### src/rtl/collatz_pkg.sv
// Shared types for the sequential Collatz engine: FSM states and result status codes.
package collatz_pkg;

    typedef enum logic [1:0] {
        IDLE = 2'd0,
        RUN  = 2'd1,
        DONE = 2'd2
    } state_t;

    typedef enum logic [1:0] {
        ST_OK      = 2'b00,
        ST_OVF     = 2'b01,
        ST_TIMEOUT = 2'b10,
        ST_ZERO    = 2'b11
    } status_t;

endpackage

### src/rtl/collatz_seq_if.sv
// Start/result bus of the Collatz engine; master issues requests, slave is the engine.
interface collatz_seq_if #(
    parameter int unsigned WIDTH     = 8,
    parameter int unsigned CNT_WIDTH = 8
);
    logic                 start;
    logic [WIDTH-1:0]     n;
    logic                 busy;
    logic                 done;
    logic [CNT_WIDTH-1:0] steps;
    logic [WIDTH-1:0]     peak;
    logic [1:0]           status;

    modport master (output start, n, input busy, done, steps, peak, status);
    modport slave  (input start, n, output busy, done, steps, peak, status);
endinterface

### src/rtl/collatz_step.sv
// One Collatz map step on a WIDTH-bit value; flags results that do not fit back in WIDTH bits.
module collatz_step #(
    parameter int unsigned WIDTH    = 8,
    parameter int unsigned SHORTCUT = 0
) (
    input  logic [WIDTH-1:0] cur,
    output logic [WIDTH-1:0] next,
    output logic             ovf
);
    // Two guard bits hold 3x+1 for any WIDTH-bit x.
    localparam int unsigned XW = WIDTH + 2;

    logic [XW-1:0] ext;
    logic [XW-1:0] odd_val;
    logic [XW-1:0] wide;

    always_comb begin
        ext     = XW'(cur);
        odd_val = (ext << 1) + ext + XW'(1);
        if (SHORTCUT != 0) begin
            odd_val = odd_val >> 1;
        end
        wide = cur[0] ? odd_val : (ext >> 1);
        next = wide[WIDTH-1:0];
        ovf  = |wide[XW-1:WIDTH];
    end
endmodule

### src/rtl/collatz_seq.sv
// Sequential Collatz engine: iterates one map step per clock from a captured start value and
// reports stopping time, peak value and a status code (ok / overflow / timeout / zero input).
module collatz_seq
    import collatz_pkg::*;
#(
    parameter int unsigned WIDTH     = 8,
    parameter int unsigned CNT_WIDTH = 8,
    parameter int unsigned SHORTCUT  = 0
) (
    input  logic         clk,
    input  logic         reset,
    collatz_seq_if.slave bus
);
    localparam logic [CNT_WIDTH-1:0] STEP_MAX = '1;

    state_t               state, state_nx;
    status_t              status, status_nx;
    logic [WIDTH-1:0]     cur, cur_nx;
    logic [WIDTH-1:0]     peak, peak_nx;
    logic [CNT_WIDTH-1:0] steps, steps_nx;
    logic                 busy, busy_nx;
    logic                 done, done_nx;
    logic [WIDTH-1:0]     step_val;
    logic                 step_ovf;

    collatz_step #(.WIDTH(WIDTH), .SHORTCUT(SHORTCUT)) u_step (
        .cur  (cur),
        .next (step_val),
        .ovf  (step_ovf)
    );

    always_ff @(posedge clk) begin
        if (reset) begin
            state  <= IDLE;
            status <= ST_OK;
            cur    <= '0;
            peak   <= '0;
            steps  <= '0;
            busy   <= 1'b0;
            done   <= 1'b0;
        end else begin
            state  <= state_nx;
            status <= status_nx;
            cur    <= cur_nx;
            peak   <= peak_nx;
            steps  <= steps_nx;
            busy   <= busy_nx;
            done   <= done_nx;
        end
    end

    // Next-state and next-output logic; every register holds unless a transition updates it.
    always_comb begin
        state_nx  = state;
        status_nx = status;
        cur_nx    = cur;
        peak_nx   = peak;
        steps_nx  = steps;
        busy_nx   = busy;
        done_nx   = done;

        unique case (state)
            IDLE, DONE: begin
                if (bus.start) begin
                    steps_nx = '0;
                    if (bus.n == '0) begin
                        state_nx  = DONE;
                        status_nx = ST_ZERO;
                        peak_nx   = '0;
                        busy_nx   = 1'b0;
                        done_nx   = 1'b1;
                    end else begin
                        state_nx  = RUN;
                        status_nx = ST_OK;
                        cur_nx    = bus.n;
                        peak_nx   = bus.n;
                        busy_nx   = 1'b1;
                        done_nx   = 1'b0;
                    end
                end
            end
            RUN: begin
                if (cur == WIDTH'(1)) begin
                    state_nx  = DONE;
                    status_nx = ST_OK;
                    busy_nx   = 1'b0;
                    done_nx   = 1'b1;
                end else if (steps == STEP_MAX) begin
                    state_nx  = DONE;
                    status_nx = ST_TIMEOUT;
                    busy_nx   = 1'b0;
                    done_nx   = 1'b1;
                end else if (step_ovf) begin
                    state_nx  = DONE;
                    status_nx = ST_OVF;
                    busy_nx   = 1'b0;
                    done_nx   = 1'b1;
                end else begin
                    cur_nx   = step_val;
                    steps_nx = steps + CNT_WIDTH'(1);
                    if (step_val > peak) begin
                        peak_nx = step_val;
                    end
                end
            end
            default: begin
                state_nx = IDLE;
                busy_nx  = 1'b0;
                done_nx  = 1'b0;
            end
        endcase
    end

    assign bus.busy   = busy;
    assign bus.done   = done;
    assign bus.steps  = steps;
    assign bus.peak   = peak;
    assign bus.status = status;
endmodule

### src/flat_wrapper.sv
// flat-port wrapper written by rule: the top's interface ports become plain ports
module collatz_seq_flat import collatz_pkg::*;
#(
    parameter int unsigned WIDTH     = 8,
    parameter int unsigned CNT_WIDTH = 8,
    parameter int unsigned SHORTCUT  = 0
)
  (clk, reset, bus_start, bus_n, bus_busy, bus_done, bus_steps, bus_peak, bus_status);
  collatz_seq_if #(.WIDTH(WIDTH), .CNT_WIDTH(CNT_WIDTH)) bus_i ();
  input  logic clk;
  input  logic reset;
  input wire logic [$bits(bus_i.start)-1:0] bus_start;
  input wire logic [$bits(bus_i.n)-1:0] bus_n;
  output wire logic [$bits(bus_i.busy)-1:0] bus_busy;
  output wire logic [$bits(bus_i.done)-1:0] bus_done;
  output wire logic [$bits(bus_i.steps)-1:0] bus_steps;
  output wire logic [$bits(bus_i.peak)-1:0] bus_peak;
  output wire logic [$bits(bus_i.status)-1:0] bus_status;
  assign bus_i.start = bus_start;
  assign bus_i.n = bus_n;
  assign bus_busy = bus_i.busy;
  assign bus_done = bus_i.done;
  assign bus_steps = bus_i.steps;
  assign bus_peak = bus_i.peak;
  assign bus_status = bus_i.status;
  collatz_seq #(.WIDTH(WIDTH), .CNT_WIDTH(CNT_WIDTH), .SHORTCUT(SHORTCUT)) u_core (.clk(clk), .reset(reset), .bus(bus_i));
endmodule
### config.mk
export PLATFORM = sky130hd
export DESIGN_NAME = collatz_seq_flat
export DESIGN_NICKNAME = d
export VERILOG_FILES = /design/src/rtl/collatz_pkg.sv /design/src/rtl/collatz_seq_if.sv /design/src/rtl/collatz_step.sv /design/src/rtl/collatz_seq.sv /design/src/flat_wrapper.sv
export SDC_FILE = /design/constraint.sdc
export NUM_CORES = 1
export LEC_CHECK = 0
export CAP_MARGIN = 40
export CORE_ASPECT_RATIO = 0.9
export CORE_MARGIN = 8
export CORE_UTILIZATION = 54
export DETAILED_ROUTE_END_ITERATION = 7
export GPL_ROUTABILITY_DRIVEN = 0
export GPL_TIMING_DRIVEN = 0
export PLACE_DENSITY = 0.88
export SYNTH_ARGS = -nofsm -noshare
export SYNTH_HDL_FRONTEND = slang
export SYNTH_HIERARCHICAL = 1
export SYNTH_SLANG_ARGS = --single-unit
export TNS_END_PERCENT = 100
### constraint.sdc
create_clock -name clk -period 5.2 [get_ports clk]
set_input_delay 0.78 -clock clk [delete_from_list [all_inputs] [get_ports clk]]
set_output_delay 0.78 -clock clk [all_outputs]
set_load 0.005 [all_outputs]
Word level (Yosys, flattened, before mapping). Index checks and enable logic that the tools add are counted.

Register bits after elaboration: 30. Input bits: 11.

Add/subtract/negate cells: 3. Magnitude comparators: 1. Equal/unequal tests: 11. Mux-type cells: 43. Reductions and logical operators: 10.

Operators by type and width (number): 8-bit 2-to-1 mux (15); 8-bit one-hot mux with 2 select lines (3); 2-bit 2-to-1 mux (10); 6-bit AND reduction (2); 10-bit by 1-bit adder with 10-bit output (second input constant) (1); 9-bit by 8-bit adder with 10-bit output (1); 1-bit 2-to-1 mux (10); 10-bit 2-to-1 mux (1); 2-bit inequality test (second input constant) (5); 8-bit by 1-bit adder with 8-bit output (second input constant) (1); 8-bit by 1-bit equality test with 1-bit output (second input constant) (1); 8-bit equality test (second input constant) (1); 8-bit greater-than comparator (1); 8-bit logical NOT (1); 2-bit one-hot mux with 2 select lines (2); 5-bit AND reduction (1); 4-bit by 1-bit inequality test with 1-bit output (second input constant) (1); 1-bit one-hot mux with 2 select lines (2); 2-bit OR reduction (2); 3-bit AND reduction (1); 2-bit by 1-bit equality test with 1-bit output (second input constant) (1); 2-bit equality test (second input constant) (1); 2-bit logical NOT (1); 2-bit by 1-bit inequality test with 1-bit output (second input constant) (1); 2 further kinds (2).

Depth between registers and ports, before layout. Gate-level depths: netlist (run 1).

Word-level depth: 9. Depth in mapped cells: 14. Mapped depth without buffers: 13.

Hierarchy. Netlist (run 1), hierarchy kept.

Modules (own cells, without submodules): collatz_seq (instances 1, cells an instance 187, area each 1629.1 sq um, seq. area each 580.6 sq um); collatz_step (instances 1, cells an instance 63, area each 467.9 sq um, seq. area each 0.0 sq um).

Worst setup path before layout (run 1). OpenSTA, ideal clock, no wires.

Path type: register -> register. Start: register u_core.cur[0]. End: register u_core.peak[0], in the netlist u_core/bus.peak[0]. Arrival: 3.531 ns. Data required time: 5.079 ns. Path slack: 1.548 ns. Cell stages (with the launch flop): 15. Buffers on the path: 1. Period minus slack after synthesis: 3.652 ns. Cell sequence: dfxtp_1 buf_2 clkinv_1 ha_1 nand2b_1 a2111oi_0 nor3_1 xnor2_1 mux2i_1 ha_1 and3_1 a221oi_1 nor2_1 o32ai_4 mux2_2.

Elaborated cells between the ends (all ways): 15. Those cells by class: add/sub: 2; order compare: 1; eq/ne: 4; mux: 6; reduce/logical: 2.

RTL lines: from (decl) (RTL line collatz_seq.sv:18) `logic [WIDTH-1:0] cur, cur_nx;`; from (signal assigned) (RTL line collatz_seq.sv:44) `cur <= cur_nx;`; 9-bit by 8-bit adder with 10-bit output (RTL line collatz_step.sv:19) `odd_val = (ext << 1) + ext + XW'(1);`; 10-bit by 1-bit adder with 10-bit output (RTL line collatz_step.sv:19); 10-bit 2-to-1 mux * (RTL line collatz_step.sv:23) `wide = cur[0] ? odd_val : (ext >> 1);`; via u_core.step_val[5] (RTL line collatz_seq.sv:23) `logic [WIDTH-1:0] step_val;`; 8-bit greater-than comparator * (RTL line collatz_seq.sv:101) `if (step_val > peak) begin`; 2-bit by 1-bit inequality test with 1-bit output (no source line) *; 6-bit AND reduction (no source line) *; to (signal assigned) (RTL line collatz_seq.sv:45) `peak <= peak_nx;`; to (decl) (RTL line collatz_seq.sv:19) `logic [WIDTH-1:0] peak, peak_nx;`.

Mark *: on every way through the listed nets, which the timed path passes. The rest lies on a longest branch. The select of a mux whose other input is x is not followed. A chain may end at the register's enable or synchronous reset.

Final worst setup path (run 1).
Start: register u_core.cur[0]. End: register u_core.peak[6], in the netlist u_core/bus.peak[6].

The elaborated chain is that of the path after synthesis.

==> qor.csv, run 1 <==
stage,metric,value,unit
cts,CTS tree,yes,
cts,root buf cell,clkbuf_8,
critical_path,Critical Path End Type,flip-flop,
detailed_routing,DRC viols,0,
sta,"Slew Viols, Final",0,
cts,Post-CTS Setup Bufs,0,
finish,FILL cells,296,
cts,Longest Clk Path Bufs,2,
critical_path,RR Startpoint,u_core/cur[0],
critical_path,reg2reg setup slack,0.98,ns
yosys,post-synth top area cell,dfxtp_1,
finish,"commonest cells after routing, fill and taps aside","clkdlybuf4s50_1 (30), dfxtp_1 (29), nand2_1 (28)",
critical_path,Worst Reg-to-Reg Cells,14,
sta,crit path time final,4.22,ns
cts,CTS Sinks,29,
yosys,ys async rst share,0,
grt,vias in the first global route,1834,
yosys,ys flop type,dfxtp_1,
finish,non-filler cells in the finished layout,334,
critical_path,Setup CP Type,flip-flop to flip-flop,
grt,gr usage total,0.179,
placement,pre-CTS WS,1.03,ns
critical_path,Worst Path Max Fanout,11,
finish,post-route cell area,0.00256,mm²
grt,first-pass GRT wire length,8560,µm
yosys,synth unique cells,49,
detailed_routing,Via density,5.94,
yosys,largest cells by area after synthesis,"dfxtp_1 (28%), ha_1 (11%), mux2_2 (9.1%)",
detailed_routing,DR iter-0 viols,153,
sta,Final setup viols,0,
yosys,sequential cell area fraction in the yosys report,0.277,
sta,PnR worst setup slack,0.981,ns
sta,Worst Skew,0.0109,ns
yosys,Synth Cell Area,0.00210,mm²
detailed_routing,via count,1984,
sta,Max Freq,237,MHz
die,row count,21,
placement,post-DP HPWL,3970,µm
sta,RSZ-0062 raised after global routing,no,
yosys,average cell area after synthesis,8.39,µm²
critical_path,required time worst endpoint,5.37,ns
pwr,logic gate share of total power,0.357,
grt,grt total ovfl,0,
cts,# hold bufs at CTS,0,
placement,IO buf count,30,
grt,initial antenna violation count,0,
pwr,VDD IR-drop max,0.000222,V
detailed_routing,wire per inst,16.0,µm
detailed_routing,post-route ant nets,0,
yosys,Synth Instances,250,
critical_path,arrival time at the worst endpoint,4.39,ns
detailed_routing,Final Routed Wirelength,5330,µm
run_status,status,"finished, final reports clean",
hold_path,min-delay worst type,flip-flop to flip-flop,
pwr,NetSw,244,µW
finish,layout cells sized above 1,0.142,
grt,largest net degree at the start of global routing,12,
finish,area added between synthesis and finish,21.9,%
die,Core ar.,0.00373,mm²
finish,final net count,318,
pwr,PD cells,286,mW/mm²
hold_path,Hold Path Stages,2,
finish,Seq. cell area,581,µm²
die,Initial Utilization,0.562,
hold_path,Hold Path Sink,u_core/bus.status[0],
cts,Clock Latency Late Sink,0.29,ns
cts,PostCTS Resize Cnt,0,
sta,crit share post-route,0.811,
die,I/O pins,31,
placement,Placed Instances,326,
yosys,Mapped Nets,281,
critical_path,Startpoint Class,flip-flop,
die,Die H,75.1,µm
pwr,Seq pwr share,0.361,
finish,"most common cell after layout, fill and taps aside",clkdlybuf4s50_1,
yosys,#FFs+latches synth,29,
pwr,Net Sw Frac,0.334,
sta,setup TNS,0,ns
die,Die ar.,0.00614,mm²
run,max_cap viols,0,
cts,H-tree depth,2,
pwr,Leak Pwr,0.000999,µW
sta,final hold vios,0,
yosys,Yosys top cell area share,0.277,
die,die width,81.7,µm
finish,diode count,0,
placement,Post-Place Cell Area,0.00245,mm²
sta,worst relative slew slack,0.638,
finish,footprint of the multi-input gates,0.00142,mm²
cts,"Reg clk slew, reported paths",0.07,ns
pwr,internal cell power,487,µW
critical_path,FF-to-FF End,u_core/bus.peak[6],
pwr,clock share of power,0.282,
yosys,Post-synth EDFFs,0,
yosys,YS warnings,6,
hold_path,worst hold start,u_core/bus.status[0],
detailed_routing,Initial DRT Pass Iterations,5,
sta,Slew @ Worst Pin,0.537,ns
cts,cts bufs inserted,5,
==> flip-flops by register name, summed over array words and instances, names as in the netlist <==
register / flops
u_core/bus.busy: 1
u_core/bus.peak: 8
u_core/bus.status: 2
u_core/bus.steps: 8
u_core/cur: 8
u_core/state: 2
==> metrics by stage <==
step / util / hold slack [ns] / total power, µW
final: 0.685 / 0.467 / 731
after global routing: 0.685 / 0.494 / 771
after CTS: 0.685 / 0.468 / 728
after detailed placement: 0.658 / 0.458 / 522
after global placement: 0.658 / 0.451 / 515
after floorplan: - / 0.450 / 442
==> power groups by stage <==
stage               Combinational [µW]  Clock (µW)  Sequential, µW
detailed placement                 253           0             269
global placement                   248           0             267
CTS                                257         207             264
global route                       285         218             268
floorplan                          178           0             264
finish                             261         206             264
==> critical path, stage by stage (launching register included) <==
cell and delay [ns]:
dfxtp_1 0.39, buf_2 0.23, clkinv_1 0.32, ha_1 0.41, nand2b_1 0.05, a2111oi_0 0.40, nor3_1 0.17, xnor2_1 0.15
mux2i_1 0.21, ha_1 0.28, and3_1 0.16, a221oi_1 0.30, nor2_1 0.13, o32ai_4 0.50, mux2_2 0.39
==> per-layer routing <==
layer	GRT usage	vias up	part of all wire
met4	0.0681	0	0.0098
li1	-	962	-
met2	0.285	84	0.46
met5	0	-	0
met3	0.0430	7	0.083
met1	0.229	931	0.45
==> synthesized netlist by cell type, drive strengths merged (2+ instances only) <==
cell type / count
mux2i: 2
nor2b: 13
nor3: 5
nand2: 28
a21oi: 19
dfxtp: 29
nand4: 11
mux2: 17
a211oi: 2
nand3: 3
buf: 4
o21a: 3
xnor2: 2
inv: 14
and4: 2
clkbuf: 6
nor4: 4
and3: 2
a31oi: 2
ha: 19
and2: 4
o31ai: 2
nor2: 22
nand2b: 2
xor2: 7
o21ai: 7
o211ai: 3
==> worst max path at each step <==
stage                  startpoint            endpoint  slack (ns)  depth (start not counted)
finish              u_core/cur[0]  u_core/bus.peak[6]        0.98                         14
global route        u_core/cur[0]  u_core/bus.peak[6]        0.63                         14
CTS                 u_core/cur[0]  u_core/bus.peak[6]        1.00                         14
detailed placement  u_core/cur[0]  u_core/bus.peak[1]        1.03                         14
global placement    u_core/cur[0]  u_core/bus.peak[5]        1.03                         14
floorplan           u_core/cur[0]  u_core/bus.peak[0]        1.55                         14
==> logic make-up (layout without fill, tap and decap cells) <==
kind of cell	count (synthesis)	count (layout)	synth area share
simple gates	101	101	0.248
compound gates	47	47	0.167
flops	29	29	0.277
buf+inv	25	63	0.0471
fa+ha+maj	20	20	0.123
mux	19	19	0.101
xor+xnor	9	9	0.0376
==> cell type report <==
| class | instances | share of cell area |
|---|---|---|
| clock inverter | 1 | 0.00196 |
| tap | 46 | 0.0225 |
| sequential | 29 | 0.227 |
| clock buffer | 7 | 0.0377 |
| multi-input combinational | 196 | 0.555 |
| buffer | 10 | 0.0166 |
| timing repair buffer | 30 | 0.117 |
| inverter | 15 | 0.0220 |
No activity file was read; power rests on OpenSTA's default activity.
==> run 2, diff against run 1 <==
==> constraint.sdc (replaced) <==
create_clock -name clk -period 4 [get_ports clk]
set_input_delay 0.6 -clock clk [delete_from_list [all_inputs] [get_ports clk]]
set_output_delay 0.6 -clock clk [all_outputs]
set_load 0.005 [all_outputs]
==> run 2 against run 1 <==
Critical path type unchanged. Sequential power increased by 30%. Register-to-register slack got worse by 0.73 ns. Largest power group is now combinational logic. Worst hold slack improved by 0.00074 ns. Worst setup slack got worse by 0.73 ns. Global-route usage increased by 0.15 points.
==> qor.csv, run 2 (synthesized netlist as in run 1, its figures left out) <==
stage,metric,value,unit,change
run_status,status,"finished, final reports clean",,
cts,"Reg clk slew, reported paths",0.07,ns,about the same
critical_path,Worst Path Max Fanout,11,,unchanged
sta,final hold vios,0,,unchanged
placement,Post-Place Cell Area,0.00245,mm²,unchanged
finish,diode count,0,,unchanged
critical_path,Setup CP Type,flip-flop to flip-flop,,
pwr,clock share of power,0.280,,-0.002
critical_path,Worst Reg-to-Reg Cells,15,,+1
sta,worst relative slew slack,0.668,,+0.0298
die,Initial Utilization,0.562,,unchanged
finish,Top Registers,"u_core/bus.peak (8), u_core/bus.steps (8), u_core/cur (8)",,
sta,"Slew Viols, Final",0,,unchanged
grt,initial antenna violation count,0,,unchanged
hold_path,min-delay worst type,flip-flop to flip-flop,,
critical_path,Startpoint Class,flip-flop,,
die,Core ar.,0.00373,mm²,unchanged
pwr,VDD IR-drop max,0.000289,V,+30%
cts,Clock Latency Late Sink,0.29,ns,about the same
sta,Worst Skew,0.0107,ns,-0.000258 ns
sta,setup TNS,0,ns,unchanged
pwr,Seq pwr share,0.357,,-0.004
critical_path,reg2reg setup slack,0.25,ns,-0.73 ns
placement,Placed Instances,326,,unchanged
critical_path,cell mode on critical path,ha_1,,
detailed_routing,wire per inst,16.0,µm,+0.58%
hold_path,worst hold start,u_core/bus.status[0],,
die,I/O pins,31,,unchanged
critical_path,arrival time at the worst endpoint,3.92,ns,-0.47 ns
pwr,PD cells,373,mW/mm²,+30%
sta,Max Freq,267,MHz,+13%
grt,largest net degree at the start of global routing,12,,unchanged
sta,RSZ-0062 raised after global routing,no,,
critical_path,FF-to-FF End,u_core/bus.peak[6],,
cts,CTS Sinks,29,,unchanged
critical_path,Crit path largest cell delay,0.40,ns,-0.10 ns
detailed_routing,via count,1982,,-0.10%
pwr,internal cell power,640,µW,+31%
detailed_routing,Final Routed Wirelength,5390,µm,+1.2%
finish,non-filler cells in the finished layout,336,,+0.60%
detailed_routing,Initial DRT Pass Iterations,5,,unchanged
sta,crit share post-route,0.937,,+0.126
critical_path,Critical Path End Type,flip-flop,,
sta,Final setup viols,0,,unchanged
detailed_routing,Via density,5.90,,-0.70%
cts,H-tree depth,2,,unchanged
cts,root buf cell,clkbuf_8,,
detailed_routing,DRC viols,0,,unchanged
cts,cts bufs inserted,5,,unchanged
cts,Longest Clk Path Bufs,2,,unchanged
pwr,logic gate share of total power,0.363,,+0.006
die,Die H,75.1,µm,unchanged
pwr,NetSw,322,µW,+32%
grt,grt total ovfl,0,,unchanged
detailed_routing,DR iter-0 viols,165,,+7.8%
placement,IO buf count,30,,unchanged
critical_path,CP startpoint,u_core/cur[0],,
pwr,Leak Pwr,0.00101,µW,+1.1%
grt,vias in the first global route,1838,,+0.22%
critical_path,sequence of cells on the critical path,"clkbuf_4, inv_4, ha_1, nand2b_1, a2111oi_1, nor3_1, xnor2_1, mux2i_1, ha_1, and3_1, a221oi_1, nor2_1, o32ai_4, buf_4, mux2_2",,
grt,gr usage total,0.181,,+0.00149
hold_path,Hold Path Stages,2,,unchanged
critical_path,RR Startpoint,u_core/cur[0],,
grt,first-pass GRT wire length,8640,µm,+0.89%
cts,CTS tree,yes,,
placement,post-DP HPWL,3970,µm,unchanged
finish,layout cells sized above 1,0.152,,+0.00936
critical_path,CP max-delay cell,dfxtp_1,,
sta,Slew @ Worst Pin,0.493,ns,-0.0442 ns
die,Die ar.,0.00614,mm²,unchanged
die,row count,21,,unchanged
detailed_routing,post-route ant nets,0,,unchanged
finish,"commonest cells after routing, fill and taps aside","clkdlybuf4s50_1 (30), dfxtp_1 (29), nand2_1 (28)",,
die,die width,81.7,µm,unchanged
sta,crit path time final,3.75,ns,-0.471 ns
finish,"most common cell after layout, fill and taps aside",clkdlybuf4s50_1,,
finish,post-route cell area,0.00258,mm²,+0.83%
critical_path,required time worst endpoint,4.17,ns,-1.20 ns
finish,area added between synthesis and finish,22.9,%,
pwr,Net Sw Frac,0.335,,about the same
hold_path,Hold Path Sink,u_core/bus.status[0],,
run,max_cap viols,0,,unchanged
finish,final net count,320,,+0.63%
## run 2: changes by cell type in the layout (fill, tap and decap cells not counted), sizes merged
cell	previous run	this run
buf	4	5
clkbuf	13	14
clkinv	2	1
inv	14	15
## run 2: power by group through the flow
stage / Clock, µW / Sequential (µW) / Combinational, µW
after floorplan: 0 / 344 / 231
after global placement: 0 / 347 / 322
after detailed placement: 0 / 349 / 329
after CTS: 269 / 343 / 342
after global routing: 283 / 348 / 381
final: 269 / 343 / 350
## run 2: timing repair
item	4_1_cts	5_1_grt
resized for setup	1	3
pin swaps	1	0
buffers inserted	2	0
endpoints found under the setup margin	8	8
hold buffers	0	0
## run 2: worst max-delay path by stage
stage	endpoint	cells past startpoint
3_5_place_dp	u_core/bus.peak[1]	14
5_1_grt	u_core/bus.peak[6]	15
2_1_floorplan	u_core/bus.peak[0]	14
6_report	u_core/bus.peak[6]	15
3_3_place_gp	u_core/bus.peak[5]	14
4_1_cts	u_core/bus.peak[6]	15
## run 2: cell type report
class,count,area (µm²)
plain buffers,10,45.0
clock buffers,7,96.3
clock inverters,1,5.00
fillers,294,1150
inverters,15,58.8
multi-input cells,196,1420
flip-flops and latches,29,581
well taps,46,57.6
repair buffers,32,315
## run 2: critical path, delay by kind of cell (launching register included)
kind | cells | cell delay, ns
buffers and inverters | 3 | 0.52
and+or+nand+nor | 4 | 0.52
xor gates and xnor gates | 1 | 0.15
adders and majority gates | 2 | 0.57
muxes | 2 | 0.53
AOI/OAI and AO/OA | 3 | 0.95
DFF | 1 | 0.40
## run 2: stage by stage
step | setup slack (ns) | hold WS (ns) | total power, µW | utilization
final | 0.253 | 0.468 | 962 | 0.691
after global routing | 0.0103 | 0.494 | 1010 | 0.691
after CTS | 0.166 | 0.468 | 954 | 0.689
after detailed placement | -0.165 | 0.458 | 679 | 0.658
after global placement | -0.173 | 0.451 | 669 | 0.658
after floorplan | 0.348 | 0.450 | 575 | -
## run 2: metal layers
metal  vias to the layer above  GRT usage  wire (µm)
li1                        968          -          -
met1                       925      0.232       2470
met2                        78      0.286       2470
met3                        11     0.0430        377
met4                         0     0.0681         80
met5                         -          0          0
==> run 3, diff against run 2 <==
--- a/config.mk
+++ b/config.mk
@@ -12,6 +12,7 @@
 export DETAILED_ROUTE_END_ITERATION = 7
 export GPL_ROUTABILITY_DRIVEN = 0
 export GPL_TIMING_DRIVEN = 0
+export HOLD_SLACK_MARGIN = 0.06
 export PLACE_DENSITY = 0.88
 export SYNTH_ARGS = -nofsm -noshare
 export SYNTH_HDL_FRONTEND = slang
==> results of run 3 <==
Same layout as run 2: the final DEF is identical, and so are final timing and power.
